--- src/rtl/axi4_stream_packet_source_pkg.sv ---
// ---------------------------------------------------------------------------
// axi4_stream_packet_source_pkg
// Shared AXI4-Stream side-band widths (also used by the ingress demo) and the
// state encoding of the packet source FSM.
// ---------------------------------------------------------------------------
package axi4_stream_packet_source_pkg;

    localparam int TID_WIDTH   = 4;
    localparam int TDEST_WIDTH = 32;
    localparam int TUSER_WIDTH = 4;

    typedef enum logic [1:0] {
        ST_IDLE = 2'd0,
        ST_SEND = 2'd1,
        ST_GAP  = 2'd2,
        ST_DONE = 2'd3
    } src_state_e;

endpackage

--- src/rtl/axi4_stream_packet_source.sv ---
// ---------------------------------------------------------------------------
// axi4_stream_packet_source
// AXI4-Stream master generating a run of i_packet_count packets of i_length
// beats each (length 0 is treated as 1). TDATA counts up from i_start_value
// across the whole run; TID/TDEST/TUSER are latched at the accepted start.
// Packets are separated by i_gap idle cycles. Every output is a register, so
// there is no combinational path from i_tready to the outputs.
//
// Ports
//   clk, rst              clock, synchronous active-high reset
//   i_start               one-cycle start request (taken in IDLE only)
//   i_length              beats per packet
//   i_packet_count        packets per run (0 => start ignored)
//   i_gap                 idle cycles between packets
//   i_start_value         TDATA of the first beat of the run
//   i_tid/i_tdest/i_tuser side-band fields for the run
//   o_t*, i_tready        AXI4-Stream master interface
//   o_busy                run in progress
//   o_done                one-cycle pulse after the final handshake
//   o_packets_sent        saturating count of packets completed this run
// ---------------------------------------------------------------------------
module axi4_stream_packet_source
    import axi4_stream_packet_source_pkg::*;
#(
    parameter int DATA_WIDTH   = 32,
    parameter int STROBE_WIDTH = DATA_WIDTH / 8,
    parameter int LEN_WIDTH    = 16
) (
    input  logic                    clk,
    input  logic                    rst,
    input  logic                    i_start,
    input  logic [LEN_WIDTH-1:0]    i_length,
    input  logic [LEN_WIDTH-1:0]    i_packet_count,
    input  logic [LEN_WIDTH-1:0]    i_gap,
    input  logic [DATA_WIDTH-1:0]   i_start_value,
    input  logic [TID_WIDTH-1:0]    i_tid,
    input  logic [TDEST_WIDTH-1:0]  i_tdest,
    input  logic [TUSER_WIDTH-1:0]  i_tuser,
    output logic                    o_tvalid,
    output logic [DATA_WIDTH-1:0]   o_tdata,
    input  logic                    i_tready,
    output logic                    o_tlast,
    output logic [STROBE_WIDTH-1:0] o_tkeep,
    output logic [STROBE_WIDTH-1:0] o_tstrb,
    output logic [TID_WIDTH-1:0]    o_tid,
    output logic [TDEST_WIDTH-1:0]  o_tdest,
    output logic [TUSER_WIDTH-1:0]  o_tuser,
    output logic                    o_busy,
    output logic                    o_done,
    output logic [LEN_WIDTH-1:0]    o_packets_sent
);

    localparam logic [LEN_WIDTH-1:0]    LEN_ZERO  = {LEN_WIDTH{1'b0}};
    localparam logic [LEN_WIDTH-1:0]    LEN_ONE   = {{(LEN_WIDTH-1){1'b0}}, 1'b1};
    localparam logic [LEN_WIDTH-1:0]    LEN_ONES  = {LEN_WIDTH{1'b1}};
    localparam logic [DATA_WIDTH-1:0]   DATA_ONE  = {{(DATA_WIDTH-1){1'b0}}, 1'b1};
    localparam logic [STROBE_WIDTH-1:0] STRB_ONES = {STROBE_WIDTH{1'b1}};
    localparam logic [STROBE_WIDTH-1:0] STRB_ZERO = {STROBE_WIDTH{1'b0}};

    src_state_e               state_r;
    logic [LEN_WIDTH-1:0]     beat_cnt_r;   // beat index inside the current packet
    logic [LEN_WIDTH-1:0]     pkt_cnt_r;    // packets still to send, current one included
    logic [LEN_WIDTH-1:0]     gap_cnt_r;    // idle cycles still to spend in GAP
    logic [LEN_WIDTH-1:0]     len_r;        // effective length, never 0
    logic [LEN_WIDTH-1:0]     gap_r;
    logic [TID_WIDTH-1:0]     tid_r;
    logic [TDEST_WIDTH-1:0]   tdest_r;
    logic [TUSER_WIDTH-1:0]   tuser_r;

    // Packet source FSM with all stream and status outputs registered
    always_ff @(posedge clk) begin
        if (rst) begin
            state_r        <= ST_IDLE;
            beat_cnt_r     <= LEN_ZERO;
            pkt_cnt_r      <= LEN_ZERO;
            gap_cnt_r      <= LEN_ZERO;
            len_r          <= LEN_ZERO;
            gap_r          <= LEN_ZERO;
            tid_r          <= {TID_WIDTH{1'b0}};
            tdest_r        <= {TDEST_WIDTH{1'b0}};
            tuser_r        <= {TUSER_WIDTH{1'b0}};
            o_tvalid       <= 1'b0;
            o_tdata        <= {DATA_WIDTH{1'b0}};
            o_tlast        <= 1'b0;
            o_tkeep        <= STRB_ZERO;
            o_tstrb        <= STRB_ZERO;
            o_tid          <= {TID_WIDTH{1'b0}};
            o_tdest        <= {TDEST_WIDTH{1'b0}};
            o_tuser        <= {TUSER_WIDTH{1'b0}};
            o_busy         <= 1'b0;
            o_done         <= 1'b0;
            o_packets_sent <= LEN_ZERO;
        end else begin
            case (state_r)
                ST_IDLE: begin
                    o_done <= 1'b0;
                    if (i_start && (i_packet_count != LEN_ZERO)) begin
                        state_r        <= ST_SEND;
                        len_r          <= (i_length == LEN_ZERO) ? LEN_ONE : i_length;
                        gap_r          <= i_gap;
                        pkt_cnt_r      <= i_packet_count;
                        beat_cnt_r     <= LEN_ZERO;
                        tid_r          <= i_tid;
                        tdest_r        <= i_tdest;
                        tuser_r        <= i_tuser;
                        o_tvalid       <= 1'b1;
                        o_tdata        <= i_start_value;
                        o_tlast        <= (i_length <= LEN_ONE);
                        o_tkeep        <= STRB_ONES;
                        o_tstrb        <= STRB_ONES;
                        o_tid          <= i_tid;
                        o_tdest        <= i_tdest;
                        o_tuser        <= i_tuser;
                        o_busy         <= 1'b1;
                        o_packets_sent <= LEN_ZERO;
                    end else begin
                        state_r <= ST_IDLE;
                    end
                end
                ST_SEND: begin
                    if (o_tvalid && i_tready) begin
                        o_tdata <= o_tdata + DATA_ONE;
                        if (o_tlast) begin
                            if (o_packets_sent != LEN_ONES) begin
                                o_packets_sent <= o_packets_sent + LEN_ONE;
                            end else begin
                                o_packets_sent <= o_packets_sent;
                            end
                            beat_cnt_r <= LEN_ZERO;
                            pkt_cnt_r  <= pkt_cnt_r - LEN_ONE;
                            if ((pkt_cnt_r == LEN_ONE) || (gap_r != LEN_ZERO)) begin
                                // Leaving SEND: drop the stream for GAP or DONE
                                o_tvalid <= 1'b0;
                                o_tlast  <= 1'b0;
                                o_tkeep  <= STRB_ZERO;
                                o_tstrb  <= STRB_ZERO;
                                o_tid    <= {TID_WIDTH{1'b0}};
                                o_tdest  <= {TDEST_WIDTH{1'b0}};
                                o_tuser  <= {TUSER_WIDTH{1'b0}};
                                if (pkt_cnt_r == LEN_ONE) begin
                                    state_r <= ST_DONE;
                                    o_busy  <= 1'b0;
                                    o_done  <= 1'b1;
                                end else begin
                                    state_r   <= ST_GAP;
                                    gap_cnt_r <= gap_r;
                                end
                            end else begin
                                // Back-to-back packet: first beat of the next one
                                o_tlast <= (len_r == LEN_ONE);
                            end
                        end else begin
                            beat_cnt_r <= beat_cnt_r + LEN_ONE;
                            o_tlast    <= ((beat_cnt_r + LEN_ONE) == (len_r - LEN_ONE));
                        end
                    end else begin
                        state_r <= ST_SEND;
                    end
                end
                ST_GAP: begin
                    if (gap_cnt_r == LEN_ONE) begin
                        state_r  <= ST_SEND;
                        o_tvalid <= 1'b1;
                        o_tlast  <= (len_r == LEN_ONE);
                        o_tkeep  <= STRB_ONES;
                        o_tstrb  <= STRB_ONES;
                        o_tid    <= tid_r;
                        o_tdest  <= tdest_r;
                        o_tuser  <= tuser_r;
                    end else begin
                        gap_cnt_r <= gap_cnt_r - LEN_ONE;
                    end
                end
                ST_DONE: begin
                    // Start requests here are deliberately dropped
                    state_r <= ST_IDLE;
                    o_done  <= 1'b0;
                end
                default: begin
                    state_r  <= ST_IDLE;
                    o_tvalid <= 1'b0;
                    o_busy   <= 1'b0;
                    o_done   <= 1'b0;
                end
            endcase
        end
    end

endmodule

--- config.mk ---
export PLATFORM = sky130hd
export DESIGN_NAME = axi4_stream_packet_source
export DESIGN_NICKNAME = d
export VERILOG_FILES = /design/src/rtl/axi4_stream_packet_source_pkg.sv /design/src/rtl/axi4_stream_packet_source.sv
export SDC_FILE = /design/constraint.sdc
export NUM_CORES = 1
export LEC_CHECK = 0
export BUFFER_PORTS_ARGS = -buffer_cell sky130_fd_sc_hd__buf_4
export CORE_ASPECT_RATIO = 1.25
export CORE_UTILIZATION = 60
export CTS_CLUSTER_SIZE = 8
export DETAILED_ROUTE_END_ITERATION = 12
export PLACE_DENSITY_LB_ADDON = 0.05
export REMOVE_ABC_BUFFERS = 1
export SYNTH_ARGS = -nofsm -noshare
export SYNTH_HDL_FRONTEND = slang
export SYNTH_SLANG_ARGS = --single-unit
--- constraint.sdc ---
create_clock -name clk -period 5 [get_ports clk]
set_input_delay 0.25 -clock clk [delete_from_list [all_inputs] [get_ports clk]]
set_output_delay 0.25 -clock clk [all_outputs]
set_load 0.02 [all_outputs]
==> results.toml <==
[status]
outcome = "finished clean"

[setup_path]
required_ns = 5.41
rrSetupSlack_ns = 1.65
regToRegStartpoint = "state_r[1]$_SDFFE_PP0P_"
endpoint_kind = "flop"
rr_worst_depth = 10
timing.critical_path.mode_cell = "nor2_1"
cpPeakStageDelay_ns = 0.66
worstSetupStartpointType = "flop"
crit_path_cell_trace = "inv_1 > ha_2 > nand3_1 > nor2_1 > a2bb2oi_2 > buf_4 > o21ai_1 > nor4_1 > xnor2_1 > nor2_1"
timing.critical_path.arrival_ns = 3.76
max_fanout_on_critical_path = 42
worst-setup-path-type = "reg2reg"
rr_endpoint = "o_packets_sent[9]$_SDFFE_PP0P_"
crit_path_top_delay_cell = "ha_2"

[synth]
ys_seq_area_share_pct = 39.2
count_of_warnings_emitted_by_yosys = 0
synth_enable_flop_cells = 0
mappedNetlistArea_um2 = 10900
postSynthRegisterBits = 214
synthDistinctLibCells = 66
post_synth.cell_area_avg_um2 = 7.64
synth_cells = 1431
dominantRegCellSynth = "dfxtp_1"
share_of_synthesized_flip_flops_with_an_asynchronous_set_or_reset_pct = 0

[clocking]
cts_root_buffer = "clkbuf_16"
cts_tree = "built"
tritoncts_num_sinks = 214
clkLatencyLatePin_ns = 0.54
cts_inserted_buffers = 30
clock_tree.buffer_depth = 3
worst_setup_hold_path_clk_slew_ns = 0.05
cts-htree-levels = 1

[sta]
worst_slew_margin_pct = 17.8
post-route-min-period_ns = 3.35
tightestPinTransition_ns = 1.22
timing.setup.tns_ns = 0
final.hold.worst_slack_ns = 0.0205
fmax_mhz = 299
final.period_utilization_pct = 67.0
slew_violations = 0
fin_worst_skew_ns = 0.0116
final_hold_viol_count = 0
rsz_0062_raised_after_global_routing = "false"
setup_violations = 0

[placement]
placer_s_final_routability_congestion_estimate = 0.869
portBuffers = 223
dp.cells = 1782
detailed_place_hpwl_um = 19600

[grt]
pin_count_of_the_biggest_net_entering_global_routing = 83
vias_in_the_first_global_route = 10994
grt_pass1_wl_um = 52200
gr-total-overflow = 0
gr-usage-all-layers_pct = 33.8
grt_antenna_before_repair = 0

[job]
maxCapViolCount = 0

[pwr]
vdd_ir_drop_max_v = 0.000261
total_power_consumption_of_the_routed_design_uw = 4940
power-per-cell-area_nw_per_um2 = 351
power.static_leakage_uw = 0.00542

[cells_and_area]
flow.area_growth_from_synthesis_pct = 28.7
final_layout_size_suffix_gt1_share_pct = 17.3
final_nets = 1802
finalCoreUtilization_pct = 79.8
num-fill-cells = 1222
n_antenna_cell = 0
finish.cell_count_without_fillers = 1889

[hold_path]
min_path_type = "in2reg"
whs_endpoint = "pkt_cnt_r[9]$_SDFFE_PP0P_"
min_from = "i_packet_count[9]"
worst_hold_path.num_cells = 3

[floorplan]
fp.coreArea_um2 = 17600
start_util_pct = 62.0
placement_rows = 54
ios = 224
die_area_um2 = 18800
die_y_um = 153
die_w_um = 123

[drt]
first_pass_iters = 5
number_of_drc_violations_after_detailed_routing = 0
wire_length_per_cell_um = 17.1
route.vias.total = 11550
drt-vias-per-instance = 6.11
wl_um = 32200
antenna_left = 0
dr.first_iter.drc_count = 880
worst max path at each step:
stage,startpoint,endpoint
2_1_floorplan,state_r[0]$_SDFFE_PP0P_,gap_cnt_r[10]$_SDFFE_PP0P_
3_3_place_gp,state_r[1]$_SDFFE_PP0P_,o_packets_sent[9]$_SDFFE_PP0P_
3_5_place_dp,state_r[1]$_SDFFE_PP0P_,o_packets_sent[13]$_SDFFE_PP0P_
4_1_cts,state_r[1]$_SDFFE_PP0P_,o_packets_sent[13]$_SDFFE_PP0P_
5_1_grt,state_r[1]$_SDFFE_PP0P_,o_packets_sent[9]$_SDFFE_PP0P_
6_report,state_r[1]$_SDFFE_PP0P_,o_packets_sent[9]$_SDFFE_PP0P_
Yosys cell counts (all sizes together) (4+ instances only):
cell type / instances / area share, %
clkbuf: 76 / 2.6
inv: 18 / 0.62
o31ai: 6 / 0.41
ha: 13 / 1.5
nand4: 22 / 1.3
buf: 31 / 1.6
dfxtp: 214 / 39
nor2: 134 / 4.6
nand3b: 4 / 0.27
xor2: 15 / 1.2
nor2b: 6 / 0.34
or3: 12 / 0.69
o22ai: 16 / 0.92
or2: 4 / 0.23
o21ai: 66 / 3.1
a311oi: 41 / 3.3
a22oi: 20 / 1.4
nor3b: 5 / 0.34
or4: 10 / 0.69
a21oi: 145 / 6.7
nor4b: 4 / 0.32
xnor2: 41 / 3.3
nor4: 25 / 1.5
nor3: 34 / 1.6
nand2b: 48 / 2.7
and3: 12 / 0.69
mux2i: 11 / 1.0
nand3: 74 / 3.4
a21o: 5 / 0.34
nand2: 245 / 8.4
a31oi: 4 / 0.23
a211oi: 27 / 1.9
and4: 10 / 0.80
final cells by class:
cell class              count  area [µm²]  share of cell area, %
clock buffers              31         764                   5.43
clock inverters             1        16.3                  0.116
flip-flops and latches    214        4280                   30.4
well taps                 224         280                   1.99
multi-input cells        1092        6150                   43.7
repair buffers            309        2510                   17.8
inverters                  18        67.6                  0.480
sequential cells by signal (all words and copies together), names as in the netlist, 16 cells and up:
signal,flops
o_tdata,32
o_tdest,32
tdest_r,32
beat_cnt_r,16
gap_cnt_r,16
gap_r,16
len_r,16
o_packets_sent,16
pkt_cnt_r,16
per-layer routing:
layer / track usage (%) / wire [µm] / vias to the layer above
li1: - / - / 5538
met1: 39.7 / 12600 / 5444
met2: 59.4 / 16200 / 463
met3: 5.22 / 2170 / 105
met4: 15.5 / 1260 / 0
met5: 0 / 0 / -
through the flow:
stage	setup slack (ns)	instance area, µm²
finish	1.65	14100
global placement	1.83	12500
global route	1.29	14100
CTS	1.69	14100
detailed placement	1.73	12500
floorplan	0.181	10500
logic make-up (layout without fill, tap and decap cells):
logic type               Yosys count  in the layout  share of synthesized area (%)
adder cells (fa/ha/maj)           13             13                           1.49
flip-flops                       214            214                           39.2
buffers and inverters            125            359                           4.81
XOR/XNOR                          57             57                           4.69
multiplexers                      12             12                           1.11
AO/OA/AOI/OAI                    356            356                           20.5
AND/OR/NAND/NOR                  654            654                           28.2
worst max-delay path: cells and delay by family (launching register included):
kind | cells | cell delay [ns]
adder cells (fa/ha/maj) | 1 | 0.66
AO/OA/AOI/OAI | 2 | 0.63
XOR/XNOR | 1 | 0.16
flip-flops | 1 | 0.34
buffers and inverters | 2 | 0.40
AND/OR/NAND/NOR | 4 | 1.02
layout by cell type, fill, tap and decap left out, types with 30 or more instances in the layout:
cell	count
nand2_1	244
buf_4	233
dfxtp_1	214
a21oi_1	142
nor2_1	133
dlygate4sd3_1	75
nand3_1	73
o21ai_0	64
nand2b_1	48
a311oi_1	41
xnor2_1	41
nor3_1	34
clkbuf_16	30
power breakdown:
part	switching, µW	leakage, µW	total, µW	internal (µW)
logic	681	0.00328	1170	492
clock network	709	0.000384	1770	1060
registers	139	0.00176	2000	1860
what timing repair did:
| item | in CTS | in global routing |
|---|---|---|
| buffers inserted | 0 | 0 |
| hold buffers | 75 | 0 |
| hold endpoints to repair | 82 | 0 |
| resized for setup | 0 | 0 |
No activity file was read; power rests on OpenSTA's default activity.
